$ cat src/rtl/alu_seq16_pkg.sv
// Shared op-code and FSM state definitions for the EX-stage ALU and its control decoder.
package alu_seq16_pkg;
  localparam int ALU_WIDTH   = 16;
  localparam int ALU_SHAMT_W = 4;

  typedef enum logic [2:0] {
    OP_AND = 3'b000,
    OP_OR  = 3'b001,
    OP_ADD = 3'b010,
    OP_XOR = 3'b011,
    OP_SLL = 3'b100,
    OP_ROR = 3'b101,
    OP_SUB = 3'b110,
    OP_MUL = 3'b111
  } op_e;

  typedef enum logic [1:0] {
    S_IDLE,
    S_EXEC,
    S_MUL,
    S_DONE
  } state_e;
endpackage

$ cat src/rtl/mul_shift_add16.sv
// Iterative shift-add multiplier datapath: one partial product per step, unsigned 2*WIDTH result.
module mul_shift_add16 #(
  parameter int WIDTH = 16,
  parameter int CNT_W = $clog2(WIDTH)
) (
  input  logic               clk,
  input  logic               rst_n,
  input  logic               load,
  input  logic               step,
  input  logic [WIDTH-1:0]   a,
  input  logic [WIDTH-1:0]   b,
  output logic [CNT_W-1:0]   count,
  output logic [2*WIDTH-1:0] product
);
  logic [2*WIDTH-1:0] acc_q;
  logic [2*WIDTH-1:0] mcand_q;
  logic [WIDTH-1:0]   mplier_q;

  // Product including the current step, so the final step can be captured on the same edge.
  assign product = acc_q + (mplier_q[0] ? mcand_q : '0);

  always_ff @(posedge clk) begin
    if (!rst_n) begin
      acc_q    <= '0;
      mcand_q  <= '0;
      mplier_q <= '0;
      count    <= '0;
    end else if (load) begin
      acc_q    <= '0;
      mcand_q  <= {{WIDTH{1'b0}}, a};
      mplier_q <= b;
      count    <= '0;
    end else if (step) begin
      acc_q    <= product;
      mcand_q  <= mcand_q << 1;
      mplier_q <= mplier_q >> 1;
      count    <= count + 1'b1;
    end
  end
endmodule

$ cat src/rtl/alu_seq16.sv
// Sequential 16-bit EX-stage ALU: single-cycle logic/arith/shift ops plus an iterative MUL.
module alu_seq16
  import alu_seq16_pkg::*;
#(
  parameter int WIDTH   = ALU_WIDTH,
  parameter int SHAMT_W = ALU_SHAMT_W
) (
  input  logic             clk,
  input  logic             rst_n,
  input  logic             start,
  input  logic [2:0]       operacioni,
  input  logic [WIDTH-1:0] a,
  input  logic [WIDTH-1:0] b,
  output logic             busy,
  output logic             done,
  output logic [WIDTH-1:0] result,
  output logic [WIDTH-1:0] result_hi,
  output logic             zero,
  output logic             carry,
  output logic             overflow
);
  localparam int CNT_W = $clog2(WIDTH);

  state_e             state;
  op_e                op_q;
  logic [WIDTH-1:0]   a_q, b_q;
  logic [WIDTH-1:0]   alu_res;
  logic               alu_c, alu_v;
  logic [WIDTH:0]     sum;
  logic [WIDTH-1:0]   b_eff;
  logic [2*WIDTH-1:0] rot;
  logic               accept, mul_load, mul_step;
  logic [CNT_W-1:0]   mul_count;
  logic [2*WIDTH-1:0] mul_product;

  // A request is taken whenever the block is not busy, including the Done cycle.
  assign accept   = start && (state == S_IDLE || state == S_DONE);
  assign mul_load = accept && (op_e'(operacioni) == OP_MUL);
  assign mul_step = (state == S_MUL);

  mul_shift_add16 #(.WIDTH(WIDTH), .CNT_W(CNT_W)) u_mul (
    .clk     (clk),
    .rst_n   (rst_n),
    .load    (mul_load),
    .step    (mul_step),
    .a       (a),
    .b       (b),
    .count   (mul_count),
    .product (mul_product)
  );

  // SUB shares the adder as A + ~B + 1, so Carry reads as "no borrow".
  assign b_eff = (op_q == OP_SUB) ? ~b_q : b_q;
  assign sum   = {1'b0, a_q} + {1'b0, b_eff} + {{WIDTH{1'b0}}, (op_q == OP_SUB)};
  assign rot   = {a_q, a_q} >> b_q[SHAMT_W-1:0];

  always_comb begin
    // NOTE: every output of this block gets a default first, so no path can infer a latch.
    alu_res = '0;
    alu_c   = 1'b0;
    alu_v   = 1'b0;
    case (op_q)
      OP_AND: alu_res = a_q & b_q;
      OP_OR:  alu_res = a_q | b_q;
      OP_XOR: alu_res = a_q ^ b_q;
      OP_SLL: alu_res = a_q << b_q[SHAMT_W-1:0];
      OP_ROR: alu_res = rot[WIDTH-1:0];
      OP_ADD, OP_SUB: begin
        alu_res = sum[WIDTH-1:0];
        alu_c   = sum[WIDTH];
        alu_v   = (a_q[WIDTH-1] == b_eff[WIDTH-1]) && (sum[WIDTH-1] != a_q[WIDTH-1]);
      end
      default: alu_res = '0;
    endcase
  end

  // NOTE: all state uses non-blocking assignments so every register sees pre-edge values.
  always_ff @(posedge clk) begin
    if (!rst_n) begin
      state     <= S_IDLE;
      op_q      <= OP_AND;
      a_q       <= '0;
      b_q       <= '0;
      busy      <= 1'b0;
      done      <= 1'b0;
      result    <= '0;
      result_hi <= '0;
      zero      <= 1'b0;
      carry     <= 1'b0;
      overflow  <= 1'b0;
    end else begin
      done <= 1'b0;
      case (state)
        S_IDLE, S_DONE: begin
          if (accept) begin
            op_q  <= op_e'(operacioni);
            a_q   <= a;
            b_q   <= b;
            busy  <= 1'b1;
            state <= mul_load ? S_MUL : S_EXEC;
          end else begin
            state <= S_IDLE;
          end
        end
        S_EXEC: begin
          result    <= alu_res;
          result_hi <= '0;
          zero      <= (alu_res == '0);
          carry     <= alu_c;
          overflow  <= alu_v;
          busy      <= 1'b0;
          done      <= 1'b1;
          state     <= S_DONE;
        end
        S_MUL: begin
          if (mul_count == CNT_W'(WIDTH - 1)) begin
            result    <= mul_product[WIDTH-1:0];
            result_hi <= mul_product[2*WIDTH-1:WIDTH];
            zero      <= (mul_product[WIDTH-1:0] == '0);
            carry     <= 1'b0;
            overflow  <= 1'b0;
            busy      <= 1'b0;
            done      <= 1'b1;
            state     <= S_DONE;
          end
        end
        default: state <= S_IDLE;
      endcase
    end
  end
endmodule
$ cat config.mk
export PLATFORM = sky130hd
export DESIGN_NAME = alu_seq16
export DESIGN_NICKNAME = d
export VERILOG_FILES = /design/src/rtl/alu_seq16_pkg.sv /design/src/rtl/mul_shift_add16.sv /design/src/rtl/alu_seq16.sv
export SDC_FILE = /design/constraint.sdc
export NUM_CORES = 1
export LEC_CHECK = 0
export ABC_AREA = 1
export ABC_CLOCK_PERIOD_IN_PS = 2850
export CORE_ASPECT_RATIO = 1.4
export CORE_MARGIN = 1
export CORE_UTILIZATION = 55
export CTS_CLUSTER_DIAMETER = 200
export DETAILED_ROUTE_END_ITERATION = 7
export HOLD_SLACK_MARGIN = 0.06
export PLACE_DENSITY = 0.78
export SETUP_SLACK_MARGIN = 0.05
export SLEW_MARGIN = 15
export SYNTH_ARGS = -nofsm -noshare
export SYNTH_HDL_FRONTEND = slang
export SYNTH_SLANG_ARGS = --single-unit
$ cat constraint.sdc
create_clock -name clk -period 2.85 [get_ports clk]
set_input_delay 0.285 -clock clk [delete_from_list [all_inputs] [get_ports clk]]
set_output_delay 0.285 -clock clk [all_outputs]
set_load 0.01 [all_outputs]
== Word level (Yosys, flattened, before mapping) ==
Cells that the tools add are included.

* Bits in registers: 158
* Input bits: 38
* Word-level logic and storage cells: 84

* Add/sub/neg operators: 4
* Equality and inequality tests: 15
* Shift operators: 2
* Multiplexer cells: 26
* Bitwise gates (word level): 5
* Reduce and logical (&&, ||, !) cells: 16

{| class="wikitable"
|+ Operators by type and width
! operator !! count
|-
| $mux 16 || 7
|-
| $pmux 16 s6 || 1
|-
| $pmux 16 s2 || 2
|-
| $add 32x32->32 || 1
|-
| $logic_not 16->1 || 2
|-
| $mux 32 || 1
|-
| $shr 32x4->16 || 1
|-
| $add 16x16->17 || 1
|-
| $add 17x1->17 || 1
|-
| $and 16x16->16 || 1
|-
| $not 16->16 || 1
|-
| $or 16x16->16 || 1
|-
| $shl 16x4->16 || 1
|-
| $xor 16x16->16 || 1
|-
| $eq 3x3->1 const B || 4
|-
| $pmux 1 s2 || 4
|-
| $eq 3x2->1 const B || 2
|-
| $mux 1 || 6
|-
| $mux 2 || 3
|-
| $pmux 2 s3 || 1
|-
| $reduce_and 2->1 || 3
|-
| $reduce_or 2->1 || 3
|-
| $add 4x1->4 const B || 1
|-
| $eq 2x2->1 const B || 2
|-
| 14 further kinds || 17
|}

== Logic depth before layout (Yosys ltp) ==
Gate-level depths: netlist (run 1).

* Depth after elaboration: 8
* Depth in mapped cells: 21

== Hierarchy ==
Synthesis (run 1) repeated with hierarchy kept, for this count alone.

* Cells, all modules: 1946
* Area, all modules: 12090.3 um2

{| class="wikitable"
|+ Modules (own cells, without submodules)
! module !! instances !! cells an instance !! area each (um2) !! sequential area each (um2)
|-
| alu_seq16 || 1 || 959 || 6098.3 || 1481.4
|-
| mul_shift_add16 || 1 || 987 || 5992.0 || 1681.6
|}

== Least setup slack after synthesis (run 1) ==
Ideal clock, no wire load.

* Path type: reg-to-reg
* Start point: reg op_q[1]
* End point: reg zero
* Setup time: 0.119 ns
* Arrival: 2.833 ns
* Data required time: 2.731 ns
* Slack: -0.102 ns
* Cell stages (with the launch flop): 20
* Path buffers: 1
* Clock period less this slack: 2.952 ns
* Cell sequence: dfxtp_1 -> nand2_1 -> nor2_1 -> buf_2 -> xor2_1 -> ha_1 -> a21oi_1 -> nor2_1 -> nor2_1 -> nand2_2 -> nand2_2 -> nand2_1 -> nand2_1 -> nand2_1 -> nand2_1 -> nand3_1 -> nand3_1 -> nor2_1 -> nand4_1 -> a21oi_1

* Longest elaborated chain between the ends: 7

{| class="wikitable"
|+ Ends and longest elaborated chain
! what !! RTL line !! text
|-
| start: declaration || alu_seq16.sv:25 || <nowiki>op_e op_q;</nowiki>
|-
| start signal: assignment || alu_seq16.sv:96 || <nowiki>op_q <= op_e'(operacioni);</nowiki>
|-
| $eq 3x3->1 || alu_seq16.sv:53, alu_seq16.sv:54, alu_seq16.sv:62 ||
|-
| $mux 16 || alu_seq16.sv:53 || <nowiki>assign b_eff = (op_q == OP_SUB) ? ~b_q : b_q;</nowiki>
|-
| $add 16x16->17 || alu_seq16.sv:54 || <nowiki>assign sum = {1'b0, a_q} + {1'b0, b_eff} + {{WIDTH{1'b0}}, (op_q == OP_SUB)};</nowiki>
|-
| $add 17x1->17 || alu_seq16.sv:54 ||
|-
| $pmux 16 s6 * || alu_seq16.sv:62 || <nowiki>case (op_q)</nowiki>
|-
| $logic_not 16->1 * || alu_seq16.sv:108 || <nowiki>zero <= (alu_res == '0);</nowiki>
|-
| $pmux 1 s2 * || alu_seq16.sv:93 || <nowiki>case (state)</nowiki>
|-
| end signal: assignment || alu_seq16.sv:108 ||
|-
| end signal: assignment || alu_seq16.sv:119 || <nowiki>zero <= (mul_product[WIDTH-1:0] == '0);</nowiki>
|-
| end: declaration || alu_seq16.sv:18 || <nowiki>output logic zero,</nowiki>
|}

Every way passes the cells marked *; elsewhere a longest branch is shown, timed or not.
A chain may end at the register's enable or synchronous reset.

== Worst setup path after layout (run 1) ==
* Start point: reg op_q[0]
* End point: reg zero

The elaborated chain is that of the path after synthesis.

==> flow_metrics.tcl, run 1 <==
set metrics [dict create \
    status "complete, but fails checks" \
    violations "negative setup slack" \
    pwr-share-seq_pct 28.1 \
    grt_pass1_wl_mm 62.9 \
    syn-num-nets 1858 \
    drive_above_1_share_pct 12.1 \
    r2r_end "zero$_SDFFE_PN0P_" \
    grt_pass1_vias 11600 \
    globalRouteOverflowTotal 0 \
    worst_pin_slew_ns 0.899 \
    grt_antenna_before_repair 0 \
    ys.flop_type "dfxtp_1" \
    maxSlewViolCount 0 \
    cts_inserted_buffers 17 \
    final-setup-viol-count 1 \
    vias 12600 \
    cp-end-kind "flop" \
    dr_wl_met2_mm 20.2 \
    fp.dieW_microns 123 \
    antenna_violating_nets_post_route 0 \
    synth_top_area_cell "dfxtp_1" \
    ir_worst_vdd_mv 0.557 \
    cts.sinks 158 \
    p_int_w 0.00619 \
    min_period_ns 2.91 \
    rows 61 \
    topRoutingLayerUsed "met4" \
    fin_nets 1924 \
    final_cells 2064 \
    ys_seq_elements 158 \
    core_sq_um 20000 \
    whs_path_depth 2 \
    cts_hold_buf 0 \
    ys.warnings.count 0 \
    path_clk_slew_ns 0.07 \
    switching_power_w 0.00548 \
    synth_common_cells "nand2_1 (422), nand3_1 (204), a21oi_1 (178)" \
    r2r_start "op_q[0]$_SDFFE_PN0P_" \
    htreeDepth 4 \
    clock_skew_ns 0.00773 \
    setup_ws_ns -0.0599 \
    routabilityCongestion 1.05 \
    port_buffers 74 \
    power.density_nw_per_um2 851 \
    crit_required_ns 3.22 \
    die-area_sq_um 21100 \
    min_from "u_mul.mcand_q[31]$_SDFFE_PP0P_" \
    worstPathMaxFanout 8 \
    syn2layout_area_growth_pct 21.6 \
    reg2reg_depth 17 \
    min_path_type "flop to flop" \
    synth_edf_count 0 \
    ys_types 52 \
    die_y_microns 171 \
    relSlewSlack_pct 40.1 \
    post-route-util_pct 68.6 \
    drt_wl_total_mm 42.7 \
    clockBufferDepth 2 \
    critPathLaunchType "flop" \
    synth.top_cell.area_share_pct 28.1 \
    yosysSeqAreaShare_pct 28.1 \
    drc 0 \
    synth_cells 1733 \
    hpwl_mm 31.3 \
    initial_core_util_pct 56.4 \
    leakage_nw 6.02 \
    r2r_slack_ns -0.06 \
    fill_cells 1829 \
    dr.pass1.iters 5 \
    timing.final.crit_share_pct 102 \
    dr_wl_met3_mm 3.10 \
    cap_violations 0 \
    antenna_cells 0 \
    grt_max_degree 85 \
    worst-setup-path-type "flop to flop" \
    pwr-share-clk_pct 20.6 \
    syn_area_sq_um 11300 \
    clock_latency_ns 0.44 \
    yosys-top-cells-area "dfxtp_1 (28%), nand2_1 (14%), ha_1 (9.4%), nand3_1 (9.1%), a21oi_1 (7.9%)" \
    async_reset_ff_share_pct 0 \
    cts_tree "yes" \
    fmax_mhz 344 \
    viasPerCell 6.08 \
    rsz0062_at_grt "yes" \
    post_drt_wl_per_cell_microns 20.7 \
    clockRootBuffer "clkbuf_16" \
    met1Wirelength_mm 15.4 \
    syn_avg_cell_area_sq_um 6.50 \
    grt_util_all_layers_pct 40.3 \
    p_sw_share_pct 47.0 \
    drtIter0Drc 1142 \
    pwr-share-comb_pct 51.2 \
    critPathArrivalTime_ns 3.28 \
    numPlacedInstances 2020 \
    synth.most_common_cell "nand2_1" \
    hold_end "u_mul.mcand_q[31]$_SDFFE_PP0P_" \
    io_pins 75 \
    hold_viol 0 \
]
[flip-flops by register name (all words and copies together) (netlist names), 2 cells and up]
signal,flops
u_mul.count,4
result_hi,16
state,2
u_mul.mcand_q,32
u_mul.acc_q,32
op_q,3
b_q,16
result,16
a_q,16
u_mul.mplier_q,16
[how the worst max path moves through the flow]
stage                               startpoint           endpoint  slack, ns  depth (start not counted)
after global placement    op_q[0]$_SDFFE_PN0P_  zero$_SDFFE_PN0P_     -0.009                         17
after floorplan           op_q[1]$_SDFFE_PN0P_  zero$_SDFFE_PN0P_       0.08                         19
after CTS                 op_q[0]$_SDFFE_PN0P_  zero$_SDFFE_PN0P_       0.06                         20
after global routing      op_q[0]$_SDFFE_PN0P_  zero$_SDFFE_PN0P_      -0.15                         17
after detailed placement  op_q[0]$_SDFFE_PN0P_  zero$_SDFFE_PN0P_      -0.06                         17
final                     op_q[0]$_SDFFE_PN0P_  zero$_SDFFE_PN0P_      -0.06                         17
[power groups by stage]
stage	Combinational [W]	Clock, W	Sequential (W)
2_1_floorplan	0.00348	0	0.00308
3_3_place_gp	0.00520	0	0.00321
3_5_place_dp	0.00523	0	0.00322
4_1_cts	0.00529	0.00241	0.00318
5_1_grt	0.00650	0.00251	0.00331
6_report	0.00598	0.00241	0.00329
[through the flow]
stage | cell area, sq um | total power, W | hold WS [ns] | setup TNS [ns] | setup slack, ns
3_5_place_dp | 12300 | 0.00845 | 0.457 | -0.0599 | -0.0599
5_1_grt | 13700 | 0.0123 | 0.468 | -0.215 | -0.152
6_report | 13700 | 0.0117 | 0.462 | -0.0599 | -0.0599
2_1_floorplan | 11300 | 0.00656 | 0.429 | 0 | 0.0822
3_3_place_gp | 12300 | 0.00842 | 0.452 | -0.00896 | -0.00896
4_1_cts | 13000 | 0.0109 | 0.447 | 0 | 0.0554
[cell type report]
class	count	area, sq um	area share, %
inverters	157	597	4.35
repair buffers	133	1240	9.08
well taps	252	315	2.30
clock inverters	14	170	1.24
flip-flops and latches	158	3170	23.1
multi-input cells	1332	7770	56.7
clock buffers	18	439	3.20
[cells in the final DEF (no fill, tap or decap), types with 30 or more instances in the layout]
master,instances
nand2_1,406
inv_1,143
nor2_1,115
dfxtp_1,154
o21ai_0,108
nand3_1,199
buf_4,52
a21oi_1,161
clkdlybuf4s50_1,73
a31oi_1,30
ha_1,69
[timing repair]
item,CTS,global route
setup endpoints to repair,1,31
setup buffers,0,11
pin swaps,0,37
gates cloned,0,1
hold endpoints to repair,0,0
gates resized for setup,8,115
[critical path, cell delays in order, from the launching register on]
cell,delay (ns)
dfxtp_4,0.35
inv_4,0.07
nand2_4,0.05
nor2_4,0.21
buf_12,0.23
xor2_4,0.35
ha_4,0.27
a21oi_2,0.17
o21ai_1,0.12
nand2_1,0.13
nand3_2,0.09
nand2_1,0.07
a21oi_1,0.09
nor2_1,0.14
nand3_1,0.08
nor2_1,0.10
nand4_1,0.09
a21oi_1,0.20
[logic make-up (layout without fill, tap and decap cells)]
group	after synthesis	in the layout	share of synthesized area, %
buffers and inverters	243	322	8.74
and+or+nand+nor	828	828	31.7
xor gates and xnor gates	29	29	2.25
AOI/OAI and AO/OA	388	388	19.5
adders and majority gates	87	87	9.79
DFF	158	158	28.1
[layer usage]
layer	vias up	GRT usage [%]
met3	179	7.76
met1	5864	42.5
met5	-	0
met4	0	34.8
li1	5978	-
met2	530	68.1
(Power assumes the default switching activity.)
==> run 2: changes to the inputs <==
CORE_ASPECT_RATIO = unset   (was 1.4)
CORE_MARGIN = 3   (was 1)
==> flow_metrics.tcl, run 2 (synthesis results as in run 1) <==
set metrics [dict create \
    clock_latency_ns 0.45 \
    grt_max_degree 85 \
    ir_worst_vdd_mv 0.621 \
    cts_tree "yes" \
    worst_pin_slew_ns 0.867 \
    post_drt_wl_per_cell_microns 18.6 \
    clock_skew_ns 0.0180 \
    leakage_nw 5.97 \
    fmax_mhz 356 \
    port_buffers 74 \
    reg.largest.list "u_mul.acc_q: 32 flops, u_mul.mcand_q: 32 flops" \
    grt_antenna_before_repair 0 \
    grt_pass1_wl_mm 59.2 \
    grt_util_all_layers_pct 33.6 \
    hpwl_mm 28.1 \
    tns_ns 0 \
    critPathArrivalTime_ns 3.17 \
    antenna_cells 0 \
    drive_above_1_share_pct 10.8 \
    cts.sinks 158 \
    worstPathMaxFanout 7 \
    path_cells "inv_4, nand2_2, nor2_4, clkbuf_16, xor2_4, fa_2, nand2_1, o2111ai_1, nor2_1, nand2_1, nor2_1, nand2_1, nor2_1, nand4_1, a21oi_1" \
    rsz0062_at_grt "yes" \
    critPathLaunchType "flop" \
    maxSlewViolCount 0 \
    fp.dieW_microns 149 \
    antenna_violating_nets_post_route 0 \
    cts_hold_buf 0 \
    cts_inserted_buffers 17 \
    mostFrequentLayoutCells "nand2_1 (412), nand3_1 (202), a21oi_1 (162)" \
    drtIter0Drc 1161 \
    timing.final.crit_share_pct 98.5 \
    grt_pass1_vias 11200 \
    cap_violations 0 \
    final_common_cell "nand2_1" \
    crit_required_ns 3.22 \
    critPathSlowestCell "fa_2" \
    worst-path-buf-inv 2 \
    relSlewSlack_pct 42.2 \
    clockBufferDepth 2 \
    core_sq_um 19800 \
    syn2layout_area_growth_pct 19.5 \
    holdWs_ns 0.367 \
    globalRouteOverflowTotal 0 \
    path_clk_slew_ns 0.07 \
    status "completed" \
    post-route-util_pct 68.1 \
    r2r_slack_ns 0.04 \
    die_y_microns 149 \
    worst-setup-path-type "flop to flop" \
    min_path_type "input port to flop" \
    clockRootBuffer "clkbuf_16" \
    fin_nets 1922 \
    drt_wl_total_mm 38.6 \
    vias 12500 \
    hold_viol 0 \
    power.density_nw_per_um2 843 \
    io_pins 75 \
    viasPerCell 6.00 \
    routabilityCongestion 0.988 \
    min_period_ns 2.81 \
    rows 51 \
    fill_cells 1764 \
    drc 0 \
    dr.pass1.iters 5 \
    die-area_sq_um 22200 \
    htreeDepth 4 \
    cp-end-kind "flop" \
    cpPeakStageDelay_ns 0.45 \
    final-setup-viol-count 0 \
    crit_family "simple AND/OR/NAND/NOR gates" \
    initial_core_util_pct 57.0 \
]
run 2: changes by cell type in the layout (fill, tap and decap cells not counted), sizes merged:
cell / change
buf: -2
bufinv: -2
clkinv: +3
clkinvlp: -2
inv: +1
run 2: worst paths after layout:
path	to	cells after the start	start
max	zero$_SDFFE_PN0P_	15	op_q[0]$_SDFFE_PN0P_
min reg2reg	u_mul.mplier_q[15]$_SDFFE_PN0P_	2	u_mul.mplier_q[15]$_SDFFE_PN0P_
max reg2reg	zero$_SDFFE_PN0P_	15	op_q[0]$_SDFFE_PN0P_
min	u_mul.acc_q[2]$_SDFFE_PP0P_	5	rst_n
run 2: layer usage:
layer	vias to the layer above	global-route usage [%]	share of wire (%)
met5	-	0	0
met4	0	13.1	3.4
met3	92	5.80	9.3
met2	630	49.6	43
met1	5761	48.7	44
li1	5975	-	-
run 2: layout make-up:
class	instances	area (sq um)	area share, %
Inverter	157	597	4.43
Timing Repair Buffer	131	1200	8.92
Sequential cell	158	3170	23.5
Multi-Input combinational cell	1332	7570	56.2
Clock buffer	18	439	3.26
Tap cell	265	332	2.46
Clock inverter	14	158	1.17
run 2: what timing repair did:
item	CTS	global route
buffers inserted	0	13
endpoints found under the setup margin	0	36
resized for setup	0	91
run 2: worst reg2reg max path, delay by kind of cell, from the launching register on:
kind,cells,cell delay (ns)
flip-flops,1,0.37
XOR/XNOR,1,0.18
adder cells (fa/ha/maj),1,0.45
AND/OR/NAND/NOR,9,1.09
AO/OA/AOI/OAI,2,0.37
buffers and inverters,2,0.29
run 2: through the flow:
step | setup slack (ns) | total power, W | instances | area [sq um]
6_report | 0.0436 | 0.0114 | 2075 | 13500
4_1_cts | 0.0540 | 0.0107 | 2061 | 12900
3_3_place_gp | 0.169 | 0.00832 | 2029 | 12300
5_1_grt | -0.0733 | 0.0120 | 2075 | 13500
2_1_floorplan | 0.0822 | 0.00656 | 1733 | 11300
3_5_place_dp | 0.0650 | 0.00838 | 2029 | 12300
run 2: report_power, final:
part	total, W	switching, W	internal (W)
sequential	0.00322	0.000561	0.00266
combinational	0.00579	0.00371	0.00208
clock	0.00234	0.00114	0.00120
total	0.0114	0.00541	0.00595
==> run 3: changes to the inputs <==
CORE_MARGIN = unset   (was 3)
==> flow_metrics.tcl, run 3 (synthesis results as in run 1) <==
set metrics [dict create \
    status "completed" \
    rsz0062_at_grt "yes" \
    syn2layout_area_growth_pct 19.3 \
    mostFrequentLayoutCells "nand2_1 (407), nand3_1 (200), a21oi_1 (161)" \
    rows 52 \
    worst-path-buf-inv 2 \
    grt_util_all_layers_pct 37.2 \
    final_common_cell "nand2_1" \
    total_power_w 0.0114 \
    fp.dieW_microns 145 \
    fill_cells 1783 \
    antenna_cells 0 \
    grt_antenna_before_repair 0 \
    path_cells "inv_4, nand2_2, nor2_4, buf_12, xor2_1, ha_1, a21oi_4, nor2_2, nor2_2, nand2_2, nand2_2, nand2_1, nand2_2, nand3_1, nand3_2, nand3_1, nor2_1, nand4_1, a21oi_2" \
    io_pins 75 \
    grt_pass1_vias 11400 \
    final-setup-viol-count 0 \
    viasPerCell 5.97 \
    cpPeakStageDelay_ns 0.37 \
    fmax_mhz 358 \
    crit_family "simple AND/OR/NAND/NOR gates" \
    leakage_nw 6.00 \
    critPathLaunchType "flop" \
    clock_latency_ns 0.44 \
    htreeDepth 4 \
    hpwl_mm 29.1 \
    min_period_ns 2.79 \
    drtIter0Drc 1054 \
    cp-end-kind "flop" \
    tns_ns 0 \
    cp_common_cell "nand2_2" \
    relSlewSlack_pct 25.7 \
    clockRootBuffer "clkbuf_16" \
    globalRouteOverflowTotal 0 \
    ir_worst_vdd_mv 0.919 \
    clock_skew_ns 0.0187 \
    vias 12400 \
    critPathSlowestCell "dfxtp_4" \
    grt_max_degree 84 \
    maxSlewViolCount 0 \
    cts.sinks 158 \
    path_clk_slew_ns 0.08 \
    cap_violations 0 \
    critPathArrivalTime_ns 3.16 \
    drt_wl_total_mm 39.3 \
    cts_tree "yes" \
    min_path_type "input port to flop" \
    worst-setup-path-type "flop to flop" \
    antenna_violating_nets_post_route 0 \
    die_y_microns 145 \
    worstPathMaxFanout 7 \
    routabilityCongestion 1.06 \
    drive_above_1_share_pct 10.7 \
    reg.largest.list "u_mul.acc_q: 32 flops, u_mul.mcand_q: 32 flops" \
    post_drt_wl_per_cell_microns 18.9 \
    drc 0 \
    grt_pass1_wl_mm 62.0 \
    port_buffers 74 \
    die-area_sq_um 21100 \
    fin_nets 1920 \
    clockBufferDepth 2 \
    r2r_slack_ns 0.06 \
    power.density_nw_per_um2 850 \
    hold_viol 0 \
    timing.final.crit_share_pct 98.0 \
    crit_required_ns 3.22 \
    cts_inserted_buffers 17 \
    initial_core_util_pct 55.9 \
    core_sq_um 20200 \
    dr.pass1.iters 8 \
    worst_pin_slew_ns 1.11 \
]
==> run 3: cell types whose count changed in the layout (fill, tap and decap cells not counted), sizes merged <==
| cell | delta |
|---|---|
| buf | -2 |
| clkinv | +2 |
| inv | -2 |
| bufinv | +1 |
| clkbuf | -1 |
==> run 3: through the flow <==
stage	setup WS, ns	instance area (sq um)	cells	util, %	hold slack, ns
6_report	0.0580	13400	2078	66.7	0.431
2_1_floorplan	0.0822	11300	1733	-	0.429
5_1_grt	-0.127	13400	2078	66.7	0.453
4_1_cts	0.0588	13000	2070	64.6	0.421
3_5_place_dp	-0.0151	12400	2037	61.4	0.461
3_3_place_gp	-0.0582	12400	2037	61.3	0.448
==> run 3: layout make-up <==
type                    instances  area, sq um  share of cell area (%)
multi-input cells            1332         7470                    55.5
well taps                     270          338                    2.51
flip-flops and latches        158         3170                    23.6
repair buffers                129         1240                    9.19
clock buffers                  17          425                    3.16
clock inverters                15          215                    1.60
inverters                     157          597                    4.44
==> run 3: worst min-delay path: stages <==
cell	delay [ns]
clkdlybuf4s50_1	0.40
inv_1	0.07
a21oi_1	0.06
==> run 3: report_power, final <==
group	internal [W]	switching, W
Combinational	0.00206	0.00370
Sequential	0.00266	0.000540
Clock	0.00129	0.00118
==> run 3: repair_timing <==
| action | in CTS | in global routing |
|---|---|---|
| setup buffers | 1 | 7 |
| gates resized for setup | 4 | 75 |
| pin swaps | 2 | 23 |
| cloned | 0 | 1 |
| setup endpoints to repair | 2 | 35 |
| hold buffers | 0 | 0 |
==> run 3: worst paths after layout <==
check | depth (start not counted) | endpoint | startpoint
setup / recovery | 19 | zero$_SDFFE_PN0P_ | op_q[0]$_SDFFE_PN0P_
hold / removal | 3 | a_q[3]$_SDFFE_PN0P_ | a[3]
setup reg to reg | 19 | zero$_SDFFE_PN0P_ | op_q[0]$_SDFFE_PN0P_
hold reg to reg | 2 | u_mul.acc_q[14]$_SDFFE_PP0P_ | u_mul.acc_q[14]$_SDFFE_PP0P_
==> run 3: metal layers <==
metal  up-vias  part of all wire (%)  global-route usage [%]
met5         -                     0                       0
li1       5966                     -                       -
met4         0                   3.4                    14.5
met2       651                    42                    55.3
met1      5700                    45                    53.5
met3        92                   9.1                    6.04
